`config.mk`:
```
export PLATFORM = sky130hd
export DESIGN_NAME = fixed_divider_flat
export DESIGN_NICKNAME = d
export VERILOG_FILES = /design/src/rtl/fixed_divider_pkg.sv /design/src/rtl/fixed_divider_if.sv /design/src/rtl/fixed_divider_fxp_abs.sv /design/src/rtl/fixed_divider.sv /design/src/flat_wrapper.sv
export SDC_FILE = /design/constraint.sdc
export NUM_CORES = 1
export LEC_CHECK = 0
export CAP_MARGIN = 20
export CORE_UTILIZATION = 60
export DETAILED_ROUTE_END_ITERATION = 16
export PLACE_DENSITY_LB_ADDON = 0.15
export SYNTH_ARGS = -nofsm -noshare
export SYNTH_HDL_FRONTEND = slang
export SYNTH_SLANG_ARGS = --single-unit
```
`constraint.sdc`:
```
create_clock -name clk -period 8.3 [get_ports clk]
set_input_delay 1.66 -clock clk [delete_from_list [all_inputs] [get_ports clk]]
set_output_delay 1.66 -clock clk [all_outputs]
set_load 0.02 [all_outputs]
```
`src/rtl/fixed_divider_pkg.sv`:
```
`default_nettype none
// ============================================================================
// fixed_divider_pkg : shared Q15.16 constants, word type and divider states
// Rev 1.0
// ============================================================================
package fixed_divider_pkg;

    localparam int WIDTH = 32;
    localparam int FRAC  = 16;
    localparam int MAG_W = WIDTH - 1;
    localparam int DVD_W = WIDTH + FRAC - 1;
    localparam int CNT_W = 6;

    typedef logic [WIDTH-1:0] fxp_t;

    typedef enum logic [1:0] {
        IDLE = 2'd0,
        DIV  = 2'd1,
        FIN  = 2'd2
    } div_state_t;

    localparam fxp_t             SAT_POS   = 32'h7FFF_FFFF;
    localparam fxp_t             SAT_NEG   = 32'h8000_0001;
    localparam logic [CNT_W-1:0] CNT_START = CNT_W'(DVD_W - 1);

endpackage : fixed_divider_pkg
`default_nettype wire

```
`src/rtl/fixed_divider_if.sv`:
```
`default_nettype none
// ============================================================================
// fixed_divider_if : start/done request and result bundle for fixed_divider
// Rev 1.0
// ============================================================================
interface fixed_divider_if;
    import fixed_divider_pkg::*;

    logic start;
    fxp_t A;
    fxp_t B;
    logic busy;
    logic done;
    fxp_t C;
    logic div_zero;
    logic ovf;

    modport master (
        output start, A, B,
        input  busy, done, C, div_zero, ovf
    );

    modport slave (
        input  start, A, B,
        output busy, done, C, div_zero, ovf
    );

endinterface : fixed_divider_if
`default_nettype wire

```
`src/rtl/fixed_divider_fxp_abs.sv`:
```
`default_nettype none
// ============================================================================
// fxp_abs : magnitude and sign of a Q15.16 word (0x80000000 maps to 0)
// Rev 1.0
// ============================================================================
module fxp_abs
    import fixed_divider_pkg::*;
(
    input  wire fxp_t             i_x,
    output logic [MAG_W-1:0]      o_mag,
    output logic                  o_sign
);

    // Only the low bits of the negation are kept, so the most negative
    // word folds onto zero magnitude.
    assign o_mag  = i_x[WIDTH-1] ? (~i_x[MAG_W-1:0] + MAG_W'(1)) : i_x[MAG_W-1:0];
    assign o_sign = i_x[WIDTH-1];

endmodule : fxp_abs
`default_nettype wire

```
`src/rtl/fixed_divider.sv`:
```
`default_nettype none
// ============================================================================
// fixed_divider : iterative restoring signed Q15.16 divider, C = A / B
// Rev 1.0
// ============================================================================
module fixed_divider
    import fixed_divider_pkg::*;
(
    input  wire              clk,
    input  wire              rst_n,
    fixed_divider_if.slave   bus
);

    logic [MAG_W-1:0] w_mag_a;
    logic [MAG_W-1:0] w_mag_b;
    logic             w_sign_a;
    logic             w_sign_b;

    fxp_abs u_abs_a (
        .i_x    (bus.A),
        .o_mag  (w_mag_a),
        .o_sign (w_sign_a)
    );

    fxp_abs u_abs_b (
        .i_x    (bus.B),
        .o_mag  (w_mag_b),
        .o_sign (w_sign_b)
    );

    div_state_t        r_state;
    logic [DVD_W-1:0]  r_dvd;
    logic [DVD_W-1:0]  r_quo;
    logic [MAG_W-1:0]  r_rem;
    logic [MAG_W-1:0]  r_mag_b;
    logic              r_a_zero;
    logic              r_sign;
    logic [CNT_W-1:0]  r_cnt;
    logic              r_busy;
    logic              r_done;
    fxp_t              r_c;
    logic              r_div_zero;
    logic              r_ovf;

    logic [MAG_W:0]    w_rem_sh;
    logic              w_ge;
    logic [MAG_W-1:0]  w_diff;
    logic [MAG_W-1:0]  w_q_low;
    logic [MAG_W-1:0]  w_q_neg;
    fxp_t              w_sat;
    fxp_t              w_c;
    logic              w_dz;
    logic              w_ov;

    // The remainder stays below mag(B) < 2^31, so a 31-bit difference is exact.
    assign w_rem_sh = {r_rem, r_dvd[DVD_W-1]};
    assign w_ge     = (w_rem_sh >= {1'b0, r_mag_b});
    assign w_diff   = w_rem_sh[MAG_W-1:0] - r_mag_b;

    assign w_q_low  = r_quo[MAG_W-1:0];
    assign w_q_neg  = ~w_q_low + MAG_W'(1);
    assign w_sat    = r_sign ? SAT_NEG : SAT_POS;

    always_comb begin
        w_c  = '0;
        w_dz = 1'b0;
        w_ov = 1'b0;
        if (r_mag_b == '0) begin
            w_dz = 1'b1;
            w_c  = w_sat;
        end else if (r_a_zero) begin
            w_c  = '0;
        end else if (|r_quo[DVD_W-1:MAG_W]) begin
            w_ov = 1'b1;
            w_c  = w_sat;
        end else if (w_q_low == '0) begin
            w_c  = '0;
        end else if (r_sign) begin
            w_c  = {1'b1, w_q_neg};
        end else begin
            w_c  = {1'b0, w_q_low};
        end
    end

    always_ff @(posedge clk or negedge rst_n) begin
        if (!rst_n) begin
            r_state    <= IDLE;
            r_dvd      <= '0;
            r_quo      <= '0;
            r_rem      <= '0;
            r_mag_b    <= '0;
            r_a_zero   <= 1'b0;
            r_sign     <= 1'b0;
            r_cnt      <= '0;
            r_busy     <= 1'b0;
            r_done     <= 1'b0;
            r_c        <= '0;
            r_div_zero <= 1'b0;
            r_ovf      <= 1'b0;
        end else begin
            r_done <= 1'b0;
            case (r_state)
                IDLE: begin
                    if (bus.start) begin
                        r_dvd    <= {w_mag_a, {FRAC{1'b0}}};
                        r_mag_b  <= w_mag_b;
                        r_a_zero <= (w_mag_a == '0);
                        r_sign   <= w_sign_a ^ w_sign_b;
                        r_rem    <= '0;
                        r_quo    <= '0;
                        r_cnt    <= CNT_START;
                        r_busy   <= 1'b1;
                        r_state  <= DIV;
                    end
                end
                DIV: begin
                    r_dvd <= {r_dvd[DVD_W-2:0], 1'b0};
                    r_rem <= w_ge ? w_diff : w_rem_sh[MAG_W-1:0];
                    r_quo <= {r_quo[DVD_W-2:0], w_ge};
                    if (r_cnt == '0) begin
                        r_state <= FIN;
                    end else begin
                        r_cnt <= r_cnt - CNT_W'(1);
                    end
                end
                FIN: begin
                    r_c        <= w_c;
                    r_div_zero <= w_dz;
                    r_ovf      <= w_ov;
                    r_done     <= 1'b1;
                    r_busy     <= 1'b0;
                    r_state    <= IDLE;
                end
                default: begin
                    r_state <= IDLE;
                    r_busy  <= 1'b0;
                end
            endcase
        end
    end

    assign bus.busy     = r_busy;
    assign bus.done     = r_done;
    assign bus.C        = r_c;
    assign bus.div_zero = r_div_zero;
    assign bus.ovf      = r_ovf;

endmodule : fixed_divider
`default_nettype wire
```
`src/flat_wrapper.sv`:
```
// flat-port wrapper written by rule: the top's interface ports become plain ports
module fixed_divider_flat import fixed_divider_pkg::*;
  (clk, rst_n, bus_start, bus_A, bus_B, bus_busy, bus_done, bus_C, bus_div_zero, bus_ovf);
  fixed_divider_if bus_i ();
  input  wire clk;
  input  wire rst_n;
  input wire logic [$bits(bus_i.start)-1:0] bus_start;
  input wire logic [$bits(bus_i.A)-1:0] bus_A;
  input wire logic [$bits(bus_i.B)-1:0] bus_B;
  output wire logic [$bits(bus_i.busy)-1:0] bus_busy;
  output wire logic [$bits(bus_i.done)-1:0] bus_done;
  output wire logic [$bits(bus_i.C)-1:0] bus_C;
  output wire logic [$bits(bus_i.div_zero)-1:0] bus_div_zero;
  output wire logic [$bits(bus_i.ovf)-1:0] bus_ovf;
  assign bus_i.start = bus_start;
  assign bus_i.A = bus_A;
  assign bus_i.B = bus_B;
  assign bus_busy = bus_i.busy;
  assign bus_done = bus_i.done;
  assign bus_C = bus_i.C;
  assign bus_div_zero = bus_i.div_zero;
  assign bus_ovf = bus_i.ovf;
  fixed_divider u_core (.clk(clk), .rst_n(rst_n), .bus(bus_i));
endmodule
```
==> metrics.md, run 1 <==
| Metric | Value |
|---|---|
| Status | completed |
| Final Hold Viols | 0 |
| Worst Setup Start Kind | input port |
| Sequential-to-total area share from yosys stat | 0.410 |
| Synth Instances | 1281 |
| First-pass GRT wire length | 47500 um |
| Pwr/cell area | 436 nW/um2 |
| Yosys reg bits | 186 |
| Initial Util | 0.621 |
| TritonCTS buffer count | 17 |
| GRT Util Overall | 0.301 |
| Overall power | 5.72 mW |
| WP buf/inv | 1 |
| Final period util | 0.544 |
| TNS Setup | 0 ns |
| Ant diodes | 0 |
| Largest net degree at the start of global routing | 142 |
| Crit-path slowest cell | clkdlybuf4s50_1 |
| CTS tree | done |
| Max_slew headroom | 0.309 |
| Reg2reg path depth | 13 |
| VDD IR max | 0.251 mV |
| Post-synth EDFFs | 0 |
| Die area | 19500 um2 |
| Sink Count | 186 |
| Initial antenna violation count | 0 |
| IO Port Bufs | 102 |
| Synth Flop Type | dfrtp_1 |
| Total core area | 18300 um2 |
| Reg clk slew, reported paths | 0.07 ns |
| Share of flip-flops with an asynchronous set or reset | 1.00 |
| Nets | 1454 |
| Crit path DAT | 4.87 ns |
| Resized Gates After CTS | 0 |
| Total of max-cap violations | 0 |
| Worst Path Max Fanout | 6 |
| Mapped Nets | 1386 |
| Launch point of the worst path | bus_A[5] |
| Flop-to-flop setup slack | 4.34 ns |
| DR pass1 iterations | 5 |
| Share of layout cells above drive strength 1 | 0.0521 |
| Detail Placement HPWL | 19200 um |
| Routed Wire Length | 27700 um |
| Synth Area per Inst | 8.85 um2 |
| Total number of vias | 9904 |
| # IOs | 103 |
| DR DRC count | 0 |
| Final core utilization | 0.718 |
| Setup bufs post-CTS | 0 |
| Die H | 139 um |
| Final critical-path required period | 4.51 ns |
| Leakage | 5.61 nW |
| Critical path endpoint category | flop |
| Setup CP Type | in2reg |
| Placement Rows | 49 |
| Worst reg2reg startpoint | u_core.r_mag_b[0]$_DFFE_PN0P_ |
| Hold path cells | 2 |
| Synthesis-to-finish area growth | 15.7% |
| Max stage delay on crit path | 0.52 ns |
| Via-to-Cell Ratio | 6.23 |
| DRT iter0 DRCs | 868 |
| Max frequency | 222 MHz |
| Req. time, crit path | 8.66 ns |
| Hold endpoint | u_core.r_dvd[27]$_DFFE_PN0P_ |
| Least-Margin Pin Slew | 1.03 ns |
| Clock root cell | clkbuf_16 |
| H-Tree Depth | 4 |
| Total gr overflow | 0 |
| Routed wire length per instance | 17.4 um |
| Yosys cell types | 74 |
| Clock Latency Late Sink | 0.44 ns |
| Die width | 139 um |
| Setup Skew | 0.0146 ns |
| Hold Path Origin | u_core.r_dvd[27]$_DFFE_PN0P_ |
| Vias in the first global route | 9519 |
| Pins Over Slew Limit | 0 |
| Max clock buf depth | 2 |
| Synthesized cell area | 11300 um2 |
| Worst Hold Class | reg2reg |
| Finish-stage setup viols | 0 |
| RSZ-0062 raised after global routing | false |
| Antenna-violating nets left | 0 |
| Routability cong. | 0.930 |
| Synth warnings | 0 |
| Critical-path cell list | clkdlybuf4s50_1, nor4_4, nand4_1, or3_1, or4_4, mux2_2, a32oi_1, nor4b_1, or3b_1, o21ai_1 |
| Delay-heaviest family, CP | simple AND/OR/NAND/NOR gates |
| Cts hold-fix bufs | 0 |
| Reg-to-reg critical path endpoint | u_core.r_rem[25]$_DFFE_PN0P_ |
cell usage after synthesis (4+ instances only):
| cell type | instances | share of area |
|---|---|---|
| nand2_1 | 167 | 0.055 |
| nand2b_1 | 12 | 0.0066 |
| o211ai_1 | 7 | 0.0046 |
| o21a_1 | 4 | 0.0026 |
| a21boi_0 | 4 | 0.0026 |
| nand4_1 | 10 | 0.0055 |
| buf_2 | 4 | 0.0018 |
| or4_4 | 4 | 0.0040 |
| a21oi_1 | 60 | 0.026 |
| nor3b_1 | 4 | 0.0026 |
| a21o_1 | 15 | 0.0099 |
| ha_1 | 37 | 0.041 |
| buf_1 | 5 | 0.0017 |
| o31ai_1 | 13 | 0.0086 |
| a31oi_1 | 4 | 0.0022 |
| xnor2_1 | 55 | 0.042 |
| or3_1 | 12 | 0.0066 |
| o22ai_1 | 15 | 0.0083 |
| nor3_1 | 12 | 0.0053 |
| dfrtp_1 | 186 | 0.41 |
| clkbuf_1 | 50 | 0.017 |
| nand3_1 | 22 | 0.0097 |
| nor4_1 | 21 | 0.012 |
| and3_1 | 6 | 0.0033 |
| inv_1 | 52 | 0.017 |
| o41ai_1 | 11 | 0.0085 |
| o21ai_0 | 179 | 0.079 |
| xor2_1 | 63 | 0.049 |
| a211oi_1 | 4 | 0.0026 |
| or4_1 | 12 | 0.0079 |
| mux2i_1 | 19 | 0.017 |
| nor2_1 | 77 | 0.025 |
| a22oi_1 | 23 | 0.015 |
| a22o_1 | 47 | 0.036 |
| nor2b_1 | 6 | 0.0033 |
layout by cell type, fill, tap and decap left out, types with 13 or more instances in the layout:
cell	synthesis	routed
a21o_1	15	15
a21oi_1	60	60
a22o_1	47	47
a22oi_1	23	23
clkbuf_16	0	17
clkdlybuf4s50_1	0	101
dfrtp_1	186	186
ha_1	37	37
inv_1	52	52
mux2i_1	19	19
nand2_1	167	166
nand3_1	22	22
nor2_1	77	77
nor4_1	21	21
o21ai_0	179	179
o22ai_1	15	15
o31ai_1	13	13
xnor2_1	55	55
xor2_1	63	63
per-layer routing:
metal | vias to the layer above | wire, um | global-route usage
met1 | 4845 | 13000 | 0.436
li1 | 4745 | - | -
met2 | 290 | 13000 | 0.478
met5 | - | 0 | 0
met4 | 0 | 278 | 0.0678
met3 | 24 | 1430 | 0.0423
report_power, final:
| group | leakage (nW) | internal, mW | total (mW) | switching (mW) |
|---|---|---|---|---|
| combinational | 2.98 | 1.36 | 3.27 | 1.90 |
| clock | 0.294 | 0.445 | 0.833 | 0.388 |
| sequential | 2.33 | 1.26 | 1.62 | 0.358 |
| total | 5.61 | 3.07 | 5.72 | 2.65 |
state kept, by name, indices dropped and copies added (netlist names):
name	count
u_core.r_dvd	31
u_core.bus.C	32
u_core.r_a_zero	1
u_core.r_cnt	6
u_core.r_sign	1
u_core.r_quo	47
u_core.bus.busy	1
u_core.bus.div_zero	1
u_core.r_rem	31
u_core.r_state	2
u_core.bus.done	1
u_core.bus.ovf	1
u_core.r_mag_b	31
through the flow:
step | instances | hold WS [ns] | setup slack (ns) | instance area [um2]
after floorplan | 1281 | 0.450 | 4.14 | 11300
after global placement | 1557 | 0.463 | 3.42 | 12500
after detailed placement | 1557 | 0.474 | 3.38 | 12500
after CTS | 1589 | 0.489 | 3.83 | 13100
after global routing | 1591 | 0.511 | 3.60 | 13100
final | 1591 | 0.487 | 3.79 | 13100
worst max path at each step:
stage | end | slack (ns) | cells after the start
6_report | u_core.r_a_zero$_DFFE_PN0P_ | 3.79 | 10
2_1_floorplan | u_core.r_a_zero$_DFFE_PN0P_ | 4.14 | 9
5_1_grt | u_core.r_a_zero$_DFFE_PN0P_ | 3.60 | 10
4_1_cts | u_core.r_a_zero$_DFFE_PN0P_ | 3.83 | 10
3_5_place_dp | u_core.r_a_zero$_DFFE_PN0P_ | 3.38 | 10
3_3_place_gp | u_core.r_a_zero$_DFFE_PN0P_ | 3.42 | 10
layout make-up:
cell class,instances,area (um2)
Inverter,52,195
Clock buffer,19,453
Fill cell,1450,5140
Clock inverter,13,144
Timing Repair Buffer,113,1150
Tap cell,229,287
Sequential cell,186,4650
Multi-Input combinational cell,979,6250
cells by family after synthesis:
logic type | count (synthesis) | synth area share
fa+ha+maj | 38 | 0.0426
simple gates | 389 | 0.167
mux | 21 | 0.0188
buf+inv | 116 | 0.0424
xor+xnor | 118 | 0.0911
flops | 186 | 0.410
compound gates | 413 | 0.228
tightest hold or removal path: stages, from the launching register on:
cell,delay [ns]
dfrtp_1,0.35
nand2_1,0.05
o21ai_0,0.06
Power figures use the tool's default switching activity.
==> run 2: changes to the inputs <==
CORE_UTILIZATION = 59   (was 60)
clock period = 4.49 ns   (was 8.3 ns; I/O delays follow)
==> metrics.md, run 2 (synthesis results as in run 1) <==
| Metric | Value |
|---|---|
| Status | completed |
| Detail Placement HPWL | 19600 um (+2.4%) |
| Reg clk slew, reported paths | 0.07 ns (about the same) |
| Clock Latency Late Sink | 0.44 ns (about the same) |
| Routability cong. | 0.925 (-0.55%) |
| Inst Count DP | 1569 (+0.77%) |
| Clock root cell | clkbuf_16 |
| Layout filler cell count | 1487 (+2.6%) |
| Crit-path slowest cell | fa_1 |
| Vias in the first global route | 9494 (-0.26%) |
| Routed wire length per instance | 17.2 um (-0.85%) |
| VDD IR max | 0.419 mV (+67%) |
| Nets | 1459 (+0.34%) |
| Die width | 141 um (+0.83%) |
| Total number of vias | 9894 (-0.10%) |
| Fin cells | 1600 (+0.57%) |
| Final Hold Viols | 0 (unchanged) |
| Setup CP Type | reg2reg |
| Most frequent cells in the layout | dfrtp_1, o21ai_0, nand2_1 |
| Crit path top cell by count | o21ai_0 |
| Crit path DAT | 4.06 ns (-0.81 ns) |
| Reg-to-reg critical path endpoint | u_core.r_rem[7]$_DFFE_PN0P_ |
| Placement Rows | 50 (+2.0%) |
| Flop-to-flop setup slack | 0.71 ns (-3.63 ns) |
| Setup bufs post-CTS | 0 (unchanged) |
| Req. time, crit path | 4.77 ns (-3.89 ns) |
| DR DRC count | 0 (unchanged) |
| Total of max-cap violations | 0 (unchanged) |
| # IOs | 103 (unchanged) |
| Worst Path Max Fanout | 33 (+27) |
| Pwr/cell area | 808 nW/um2 (+85%) |
| Worst Setup Start Kind | flop |
| IO Port Bufs | 102 (unchanged) |
| Max stage delay on crit path | 0.44 ns (-0.08 ns) |
| Ant diodes | 0 (unchanged) |
| Biggest register | u_core.r_quo |
| Least-Margin Pin Slew | 1.05 ns (+0.0160 ns) |
| Final critical-path required period | 3.78 ns |
| GRT Util Overall | 0.292 (-0.00893) |
| TritonCTS buffer count | 17 (unchanged) |
| Setup Skew | 0.00904 ns (-0.00558 ns) |
| Seq. cell area | 4650 um2 (unchanged) |
| CTS tree | done |
| Max frequency | 265 MHz |
| Multi-input logic area | 6250 um2 (unchanged) |
| Delay-heaviest family, CP | compound AO/OA/AOI/OAI gates |
| Routed Wire Length | 27600 um (-0.29%) |
| DR pass1 iterations | 8 (+3) |
| Via-to-Cell Ratio | 6.18 (-0.66%) |
| Critical-path cell list | inv_1, ha_1, inv_1, fa_1, a211oi_1, o211ai_1, a31oi_1, a21oi_1, o21ai_0, a41oi_4, buf_4, o21ai_0, o21ai_0 |
| Die area | 19800 um2 (+1.7%) |
| Max FFs per register | 47 (unchanged) |
| H-Tree Depth | 4 (unchanged) |
| Initial antenna violation count | 0 (unchanged) |
| WP buf/inv | 3 (+2) |
| Final period util | 0.842 |
| Max clock buf depth | 2 (unchanged) |
| RSZ-0062 raised after global routing | false |
| Antenna-violating nets left | 0 (unchanged) |
| Cts hold-fix bufs | 0 (unchanged) |
| Pins Over Slew Limit | 0 (unchanged) |
| Sink Count | 186 (unchanged) |
| Total gr overflow | 0 (unchanged) |
| Leakage | 5.61 nW (about the same) |
| Reg2reg path depth | 13 (unchanged) |
| Resized Gates After CTS | 0 (unchanged) |
| TNS Setup | 0 ns (unchanged) |
| Critical path endpoint category | flop |
| Total core area | 18800 um2 (+2.7%) |
| Max_slew headroom | 0.299 (-0.00927) |
| Largest net degree at the start of global routing | 96 (-32%) |
| Share of layout cells above drive strength 1 | 0.0534 (+0.00131) |
| Die H | 141 um (+0.83%) |
| Initial Util | 0.604 (-0.0165) |
| First-pass GRT wire length | 46600 um (-1.9%) |
| Worst reg2reg startpoint | u_core.r_dvd[46]$_DFFE_PN0P_ |
| Worst Hold Class | in2async |
| DRT iter0 DRCs | 769 (-11%) |
| Commonest non-fill, non-tap cell in the layout | dfrtp_1 |
| Finish-stage setup viols | 0 (unchanged) |
| Synthesis-to-finish area growth | 15.6% (about the same) |
## run 2: changes by cell type in the layout (fill, tap and decap cells not counted)
cell,before,now
inv_6,6,3
buf_16,2,0
clkinv_2,0,1
buf_4,9,15
inv_8,4,2
buf_12,0,1
clkbuf_1,0,2
clkinv_4,1,2
## run 2: worst max-delay path by stage
stage / start / to / slack [ns] / cells after the start
after detailed placement: bus_A[5] / u_core.r_a_zero$_DFFE_PN0P_ / 0.30 / 10
after global placement: bus_A[5] / u_core.r_a_zero$_DFFE_PN0P_ / 0.37 / 10
after global routing: u_core.r_dvd[46]$_DFFE_PN0P_ / u_core.r_rem[19]$_DFFE_PN0P_ / 0.48 / 14
after CTS: bus_A[5] / u_core.r_a_zero$_DFFE_PN0P_ / 0.74 / 10
after floorplan: bus_A[10] / u_core.r_a_zero$_DFFE_PN0P_ / 1.09 / 9
final: u_core.r_dvd[46]$_DFFE_PN0P_ / u_core.r_rem[7]$_DFFE_PN0P_ / 0.71 / 13
## run 2: layout make-up
class / instances / share of cell area
Clock inverter: 10 / 0.00830
Clock buffer: 21 / 0.0351
Timing Repair Buffer: 118 / 0.0882
Tap cell: 234 / 0.0223
Sequential cell: 186 / 0.355
Multi-Input combinational cell: 979 / 0.476
Inverter: 52 / 0.0149
## run 2: worst reg2reg max path, cell delays in order (launching register included)
cell      delay (ns)
dfrtp_1         0.38
inv_1           0.09
ha_1            0.17
inv_1           0.05
fa_1            0.44
a211oi_1        0.37
o211ai_1        0.18
a31oi_1         0.40
a21oi_1         0.11
o21ai_0         0.38
a41oi_4         0.31
buf_4           0.35
o21ai_0         0.28
o21ai_0         0.11
## run 2: routing by layer
layer / share of wire / GRT usage
met1: 0.47 / 0.411
met4: 0.017 / 0.0835
met5: 0 / 0
met2: 0.47 / 0.470
met3: 0.050 / 0.0425
## run 2: stage by stage
step                total power [mW]  cell area, um2  utilization  worst slack [ns]  hold slack, ns
global placement                8.88           12500        0.668             0.375           0.462
detailed placement              9.06           12500        0.668             0.296           0.471
floorplan                       7.47           11300            -              1.09           0.450
CTS                             10.6           13100        0.699             0.745           0.486
finish                          10.6           13100        0.699             0.710           0.478
global route                    11.5           13100        0.699             0.482           0.518
## run 2: report_power, final
part	total [mW]	leakage (nW)	switching, mW	internal, mW
registers	2.98	2.33	0.643	2.33
clock network	1.47	0.278	0.662	0.805
logic	6.15	3.00	3.58	2.58
total	10.6	5.61	4.88	5.71
==> run 3: changes to the inputs <==
clock period = 3.9 ns   (was 4.49 ns; I/O delays follow)
==> metrics.md, run 3 (synthesis results as in run 1) <==
| Metric | Value |
|---|---|
| Status | completed |
| TNS Setup | 0 ns (unchanged) |
| Sink Count | 186 (unchanged) |
| DR pass1 iterations | 5 (-3) |
| Reg-to-reg critical path endpoint | u_core.r_rem[20]$_DFFE_PN0P_ |
| Clock Latency Late Sink | 0.44 ns (about the same) |
| Setup Skew | 0.0119 ns (+0.00284 ns) |
| Max clock buf depth | 2 (unchanged) |
| Resized Gates After CTS | 0 (unchanged) |
| Dpl cell area | 12800 um2 (+1.8%) |
| Least-Margin Pin Slew | 1.03 ns (-0.0154 ns) |
| Largest net degree at the start of global routing | 112 (+17%) |
| DR DRC count | 0 (unchanged) |
| Most frequent cells in the layout | dfrtp_1, o21ai_0, nand2_1 |
| Nets | 1487 (+1.9%) |
| Final Instance Area | 13400 um2 (+2.3%) |
| Detail Placement HPWL | 19400 um (-1.3%) |
| Initial antenna violation count | 0 (unchanged) |
| CTS tree | done |
| Die width | 141 um (unchanged) |
| Worst Path Max Fanout | 5 (-85%) |
| DRT iter0 DRCs | 830 (+7.9%) |
| GRT Util Overall | 0.289 (-0.00289) |
| Final Hold Viols | 0 (unchanged) |
| First-pass GRT wire length | 45900 um (-1.5%) |
| Leakage | 5.78 nW (+3.0%) |
| Max_slew headroom | 0.309 (+0.00939) |
| Max frequency | 285 MHz |
| Commonest non-fill, non-tap cell in the layout | dfrtp_1 |
| Routed Wire Length | 27400 um (-0.58%) |
| Finish-stage setup viols | 0 (unchanged) |
| Critical path endpoint category | flop |
| Total core area | 18800 um2 (unchanged) |
| Antenna-violating nets left | 0 (unchanged) |
| TritonCTS buffer count | 17 (unchanged) |
| Worst reg2reg startpoint | u_core.r_dvd[46]$_DFFE_PN0P_ |
| Cts hold-fix bufs | 0 (unchanged) |
| Req. time, crit path | 4.27 ns (-0.50 ns) |
| Layout filler cell count | 1424 (-4.2%) |
| Max FFs per register | 47 (unchanged) |
| Worst Hold Class | in2async |
| Crit path DAT | 3.88 ns (-0.18 ns) |
| Pins Over Slew Limit | 0 (unchanged) |
| Initial Util | 0.604 (unchanged) |
| RSZ-0062 raised after global routing | false |
| Worst Setup Start Kind | input port |
| Pwr/cell area | 929 nW/um2 (+15%) |
| Via-to-Cell Ratio | 6.01 (-2.8%) |
| Die H | 141 um (unchanged) |
| Share of layout cells above drive strength 1 | 0.0738 (+0.0204) |
| Ant diodes | 0 (unchanged) |
| Synthesis-to-finish area growth | 18.2% |
| Total number of vias | 9795 (-1.0%) |
| Flop-to-flop setup slack | 0.46 ns (-0.25 ns) |
| Setup CP Type | in2reg |
| Die area | 19800 um2 (unchanged) |
| H-Tree Depth | 4 (unchanged) |
| Setup bufs post-CTS | 0 (unchanged) |
| Clock root cell | clkbuf_16 |
| VDD IR max | 0.554 mV (+32%) |
| Final period util | 0.899 |
| # IOs | 103 (unchanged) |
| Routed wire length per instance | 16.8 um (-2.3%) |
| Total gr overflow | 0 (unchanged) |
| Routability cong. | 0.886 (-4.2%) |
| Vias in the first global route | 9293 (-2.1%) |
| IO Port Bufs | 102 (unchanged) |
| Final critical-path required period | 3.50 ns |
| Biggest register | u_core.r_quo |
| Placement Rows | 50 (unchanged) |
| Reg clk slew, reported paths | 0.08 ns (about the same) |
| Reg2reg path depth | 13 (unchanged) |
| Total of max-cap violations | 0 (unchanged) |
[run 3: area by class of cell]
cell class                 instances  area [um2]  area share
clock buffer                      20         457      0.0341
tap                              234         293      0.0218
multi-input combinational        979        6250       0.466
sequential                       186        4650       0.347
timing repair buffer             146        1410       0.105
clock inverter                    12         153      0.0114
inverter                          52         195      0.0146
[run 3: how the worst max path moves through the flow]
stage                                            start                      endpoint  slack, ns  cells after the start
after global routing      u_core.r_dvd[46]$_DFFE_PN0P_  u_core.r_rem[20]$_DFFE_PN0P_       0.21                     13
after detailed placement                      bus_A[9]   u_core.r_a_zero$_DFFE_PN0P_      -0.02                     10
after floorplan                              bus_A[10]   u_core.r_a_zero$_DFFE_PN0P_       0.62                      9
after CTS                                     bus_A[5]   u_core.r_a_zero$_DFFE_PN0P_       0.45                     10
after global placement                        bus_A[5]   u_core.r_a_zero$_DFFE_PN0P_       0.05                     10
final                                         bus_A[5]   u_core.r_a_zero$_DFFE_PN0P_       0.40                     10
[run 3: per-stage QoR]
step                power, mW  hold WS [ns]   util  setup WS, ns  cells
floorplan                8.60         0.450      -         0.622   1281
global placement         10.4         0.463  0.681        0.0517   1596
detailed placement       10.5         0.471  0.681       -0.0152   1596
CTS                      12.4         0.487  0.713         0.445   1628
global route             13.5         0.509  0.715         0.211   1629
finish                   12.5         0.481  0.715         0.395   1629
[run 3: power breakdown]
part,internal (mW),switching (mW),leakage (nW)
clock network,1.00,0.792,0.298
logic,3.08,4.20,3.15
registers,2.69,0.691,2.33
total,6.77,5.69,5.78
[run 3: critical path, cell delays in order]
cell             delay, ns
clkdlybuf4s50_1       0.46
nor4_4                0.41
nand3_2               0.15
or4_4                 0.56
or3_4                 0.40
mux2_2                0.23
a32oi_1               0.09
nor4b_1               0.30
or3b_1                0.39
o21ai_1               0.12
[run 3: metal layers]
layer	up-vias	track usage	routed length [um]
li1	4814	-	-
met1	4697	0.412	13100
met2	255	0.459	12700
met3	29	0.0431	1250
met4	0	0.0812	401
met5	-	0	0
